## config.mk

```make
export PLATFORM = sky130hd
export DESIGN_NAME = cic_interp_filter
export DESIGN_NICKNAME = d
export VERILOG_FILES = /design/src/rtl/cic_interp_filter.sv
export SDC_FILE = /design/constraint.sdc
export NUM_CORES = 1
export LEC_CHECK = 0
export CORE_AREA = 2 2 190 192
export CTS_CLUSTER_SIZE = 40
export DETAILED_ROUTE_END_ITERATION = 8
export DIE_AREA = 0 0 192 194
export GPL_ROUTABILITY_DRIVEN = 0
export HOLD_SLACK_MARGIN = 0.1
export SYNTH_ARGS = -nofsm -noshare
export SYNTH_HDL_FRONTEND = slang
export SYNTH_SLANG_ARGS = --single-unit
```

## constraint.sdc

```tcl
create_clock -name clk -period 7.3 [get_ports clk]
set_clock_uncertainty 0.05 [all_clocks]
set_input_delay 0.73 -clock clk [delete_from_list [all_inputs] [get_ports clk]]
set_output_delay 0.73 -clock clk [all_outputs]
set_load 0.02 [all_outputs]
```

## src/rtl/cic_interp_filter.sv

```systemverilog
// Three-stage CIC interpolator (M=1): low-rate combs, zero-stuffer, full-rate integrators,
// and a gain-normalising arithmetic shift with saturation back to DW bits.
module cic_interp_filter #(
  parameter int DW       = 16,
  parameter int N        = 3,
  parameter int RLOG_MAX = 7
) (
  input  logic          clk,
  input  logic          reset,
  input  logic [2:0]    os_sel,
  input  logic [DW-1:0] data_in,
  output logic          in_strobe,
  output logic [DW-1:0] data_out,
  output logic          out_valid
);

  localparam int W = DW + N * RLOG_MAX;

  // Clamp a W-bit value into the signed DW range.
  function automatic logic [DW-1:0] sat_dw(input logic signed [W-1:0] v);
    logic [DW-1:0] r;
    if ((&v[W-1:DW-1]) || (~|v[W-1:DW-1])) begin
      r = v[DW-1:0];
    end else if (v[W-1]) begin
      r = {1'b1, {(DW-1){1'b0}}};
    end else begin
      r = {1'b0, {(DW-1){1'b1}}};
    end
    return r;
  endfunction

  logic [6:0]          cnt_q, cnt_d;
  logic [2:0]          os_q;
  logic [2:0]          vcnt_q, vcnt_d;
  logic                out_valid_q, out_valid_d;
  logic [DW-1:0]       data_out_q, data_out_d;
  logic signed [W-1:0] d1_q, d2_q, d3_q, d1_d, d2_d, d3_d;
  logic signed [W-1:0] up_q, up_d;
  logic signed [W-1:0] i1_q, i2_q, i3_q, i1_d, i2_d, i3_d;
  logic signed [W-1:0] c0_s, c1_s, c2_s, c3_s, shifted_s;
  logic [7:0]          r_m1_s;
  logic [3:0]          shamt_s;
  logic                flush_s;

  assign in_strobe = (cnt_q == 7'd0) && !reset;
  assign flush_s   = (os_sel != os_q);
  assign data_out  = data_out_q;
  assign out_valid = out_valid_q;

  // Next-state logic for the rate counter, combs, integrators and output stage.
  always_comb begin
    r_m1_s    = 8'((8'd1 << os_q) - 8'd1);
    shamt_s   = {os_q, 1'b0};
    c0_s      = {{(W-DW){data_in[DW-1]}}, data_in};
    c1_s      = c0_s - d1_q;
    c2_s      = c1_s - d2_q;
    c3_s      = c2_s - d3_q;
    shifted_s = i3_q >>> shamt_s;

    cnt_d       = cnt_q;
    d1_d        = d1_q;
    d2_d        = d2_q;
    d3_d        = d3_q;
    up_d        = '0;
    vcnt_d      = vcnt_q;
    i1_d        = i1_q + up_q;
    i2_d        = i2_q + i1_q;
    i3_d        = i3_q + i2_q;
    data_out_d  = sat_dw(shifted_s);
    out_valid_d = out_valid_q | (vcnt_q == 3'd4);

    if ({1'b0, cnt_q} == r_m1_s) begin
      cnt_d = 7'd0;
    end else begin
      cnt_d = cnt_q + 7'd1;
    end

    if (in_strobe) begin
      d1_d = c0_s;
      d2_d = c1_s;
      d3_d = c2_s;
      up_d = c3_s;
    end else begin
      up_d = '0;
    end

    // Fill counter: armed by the first strobe, holds at 4 once the pipeline is full.
    if (vcnt_q == 3'd0) begin
      vcnt_d = in_strobe ? 3'd1 : 3'd0;
    end else if (vcnt_q != 3'd4) begin
      vcnt_d = vcnt_q + 3'd1;
    end else begin
      vcnt_d = vcnt_q;
    end
  end

  // State registers; a rate change flushes exactly like reset while adopting the new rate.
  always_ff @(posedge clk) begin
    if (reset || flush_s) begin
      cnt_q       <= 7'd0;
      os_q        <= os_sel;
      vcnt_q      <= 3'd0;
      out_valid_q <= 1'b0;
      data_out_q  <= '0;
      d1_q        <= '0;
      d2_q        <= '0;
      d3_q        <= '0;
      up_q        <= '0;
      i1_q        <= '0;
      i2_q        <= '0;
      i3_q        <= '0;
    end else begin
      cnt_q       <= cnt_d;
      os_q        <= os_q;
      vcnt_q      <= vcnt_d;
      out_valid_q <= out_valid_d;
      data_out_q  <= data_out_d;
      d1_q        <= d1_d;
      d2_q        <= d2_d;
      d3_q        <= d3_d;
      up_q        <= up_d;
      i1_q        <= i1_d;
      i2_q        <= i2_d;
      i3_q        <= i3_d;
    end
  end

endmodule

```

==> run metrics <==
clock-pin slew on the worst setup and hold paths=0.06 ns; R2R setup slack=1.84 ns; Hold Crit Class=reg2reg; sequential area share after synthesis=0.2955; Core Region=0.03522 sq mm; Cell variety after synth=75; final non-filler cell total=2,394; CTS Hold Bufs=0; Hold Fails Final Rpt=0; I/O Pins=39; FILL cells=3,438; post-DR vias/cell=5.443; DRT iter0 DRCs=546; vias after detailed routing=13.03k; Post-CTS Resized=0; reg-to-reg critical path startpoint=d1_q[0]$_SDFFE_PP0P_; all-layer global routing usage=0.1925; pwr/cell area=201.1 mW/mm^2; Startpoint Class=input pin; antenna cell count=0; post-layout util=0.4931; root buf cell=clkbuf_16; Min-Delay Startpoint=d3_q[12]$_SDFFE_PP0P_; Mapped Cells=1,906; vias in the first global route=12.75k; placed cell areas=0.01637 sq mm; Final period util=0.7938; Yosys Warn Count=0; ANT nets after route=0; DIE AREA=0.03725 sq mm; RR Endpoint=up_q[25]$_SDFF_PP0_; status=finished clean; setup TNS=0 ns; cell mode on critical path=a21oi_1; final instance area=0.01737 sq mm; slowest stage delay, CP=0.56 ns; RSZ-0062 raised after global routing=no; max-cap viol count=0; DRT Pass-1 Iters=5; commonest non-fill, non-tap cell in the layout=dfxtp_1; hold depth=2; minimum clock period=5.794 ns; CTS Buf Count=29; H-tree depth=1; Crit-path slowest cell=or3b_2; maximum clock insertion buffer count=3; first-pass GRT wire length=60,200 microns; max_slew headroom=0.4254; post-synthesis average cell area=8.194 sq um; DRC violations left=0; fmax=0.1726 GHz; most frequent cells in the layout=226 x dfxtp_1, 189 x a21oi_1, 183 x nor2_1; ys flop type=dfxtp_1; worst setup path class=in2reg; Req. time, crit path=7.70 ns; Port Buf Inserts=38; register bit total from synthesis=229; share of cells above drive strength 1=0.05225; Netlist Area Pre-Place=0.01562 sq mm; CTS tree=yes; clock sinks=229; crit path max fanout=9; Synth async-reset ratio=0; Worst Hold End=d3_q[12]$_SDFFE_PP0P_; pin count of the biggest net entering global routing=75; placed cells=2,344; FF+latch area=0.004614 sq mm; Die Ht=194 microns; Die X=192 microns; initial antenna violation count=0; postcts setup bufs=0; Syn Nets=2,097; crit path DAT=6.20 ns; measured slew at the worst slew-check pin=0.8598 ns; Layout area overhead=11.21%; Initial Util=0.4434; P_leak=7.457 nW; dpl hpwl=26,780 microns; maximum VDD drop=0.2007 mV; WL/cell=14.82 microns; number of synthesized flops with an enable pin=3; Worst Reg-to-Reg Cells=23; clock latency on the worst-skew pair=0.55 ns; Final #Nets=2,105; drt total wl=35,470 microns; Pins Over Slew Limit=0; final setup vio count=0; area of the multi-input gates=0.01035 sq mm; FP Rows=69; Worst Setup End Kind=flop; GRT overflow=0
-- power breakdown --
group	switching (W)	internal [W]
registers	0.00000832	0.00127
clock network	0.000540	0.000936
logic	0.000442	0.000294
-- worst max path at each step --
| stage | start | endpoint | slack [ns] | cells past startpoint |
|---|---|---|---|---|
| after floorplan | data_in[0] | up_q[19]$_SDFF_PP0_ | 1.91 | 25 |
| after global placement | data_in[0] | up_q[23]$_SDFF_PP0_ | 1.09 | 23 |
| after detailed placement | data_in[0] | up_q[25]$_SDFF_PP0_ | 0.98 | 25 |
| after CTS | data_in[0] | up_q[25]$_SDFF_PP0_ | 1.54 | 23 |
| after global routing | data_in[0] | up_q[25]$_SDFF_PP0_ | 1.03 | 23 |
| final | data_in[0] | up_q[25]$_SDFF_PP0_ | 1.51 | 25 |
-- cell type report --
cell class	count	area share
well taps	461	0.03321
clock buffers	45	0.05158
inverters	101	0.02197
clock inverters	5	0.005763
multi-input cells	1506	0.5960
repair buffers	47	0.02579
flip-flops and latches	229	0.2657
-- cells by family (layout without fill, tap and decap cells) --
family,Yosys count,in the layout,synth area share
and+or+nand+nor,601,601,0.1777
DFF,229,229,0.2955
AOI/OAI and AO/OA,545,545,0.2228
adders and majority gates,170,170,0.1391
muxes,55,55,0.04679
xor gates and xnor gates,135,135,0.07571
buffers and inverters,171,198,0.04246
-- flip-flops by register name (all words and copies together) (netlist names), 7 cells and up --
name and flops:
data_out 16, up_q 37, d2_q 17, d1_q 16, i2_q 37, cnt_q 7
i1_q 37, i3_q 37, d3_q 18
-- synthesized netlist by cell type (all sizes together) (23+ instances only) --
master,n,share of area
dfxtp,226,0.29
a21oi,189,0.061
nor2,183,0.044
nand2,178,0.043
ha,164,0.13
inv,98,0.024
o21ai,94,0.033
a21o,88,0.042
xnor2,76,0.043
xor2,59,0.033
clkbuf,55,0.013
nand3,49,0.016
nor3,46,0.015
mux2i,37,0.024
a211oi,34,0.016
a31oi,26,0.010
nand2b,26,0.010
and2,25,0.010
nor2b,23,0.0092
-- critical path: cells and delay by family --
family                   cells  cell delay [ns]
XOR/XNOR                     2             0.28
buffers and inverters        3             0.54
AO/OA/AOI/OAI               13             2.23
adder cells (fa/ha/maj)      4             1.12
AND/OR/NAND/NOR              3             1.29
-- metal layers --
layer / global-route usage / routed length (microns) / share of wire
met5: 0 / 0 / 0
met3: 0.02606 / 1149 / 0.032
met4: 0.04156 / 728 / 0.021
met2: 0.3498 / 17480 / 0.49
met1: 0.2400 / 16110 / 0.45
-- metrics by stage --
stage / total power [W] / hold WS, ns / worst slack, ns
after floorplan: 0.001884 / 0.3758 / 1.906
after global placement: 0.002030 / 0.3902 / 1.094
after detailed placement: 0.002048 / 0.3963 / 0.9849
after CTS: 0.003546 / 0.4048 / 1.537
after global routing: 0.003683 / 0.4202 / 1.035
final: 0.003494 / 0.4025 / 1.506
No activity file was read; power rests on OpenSTA's default activity.
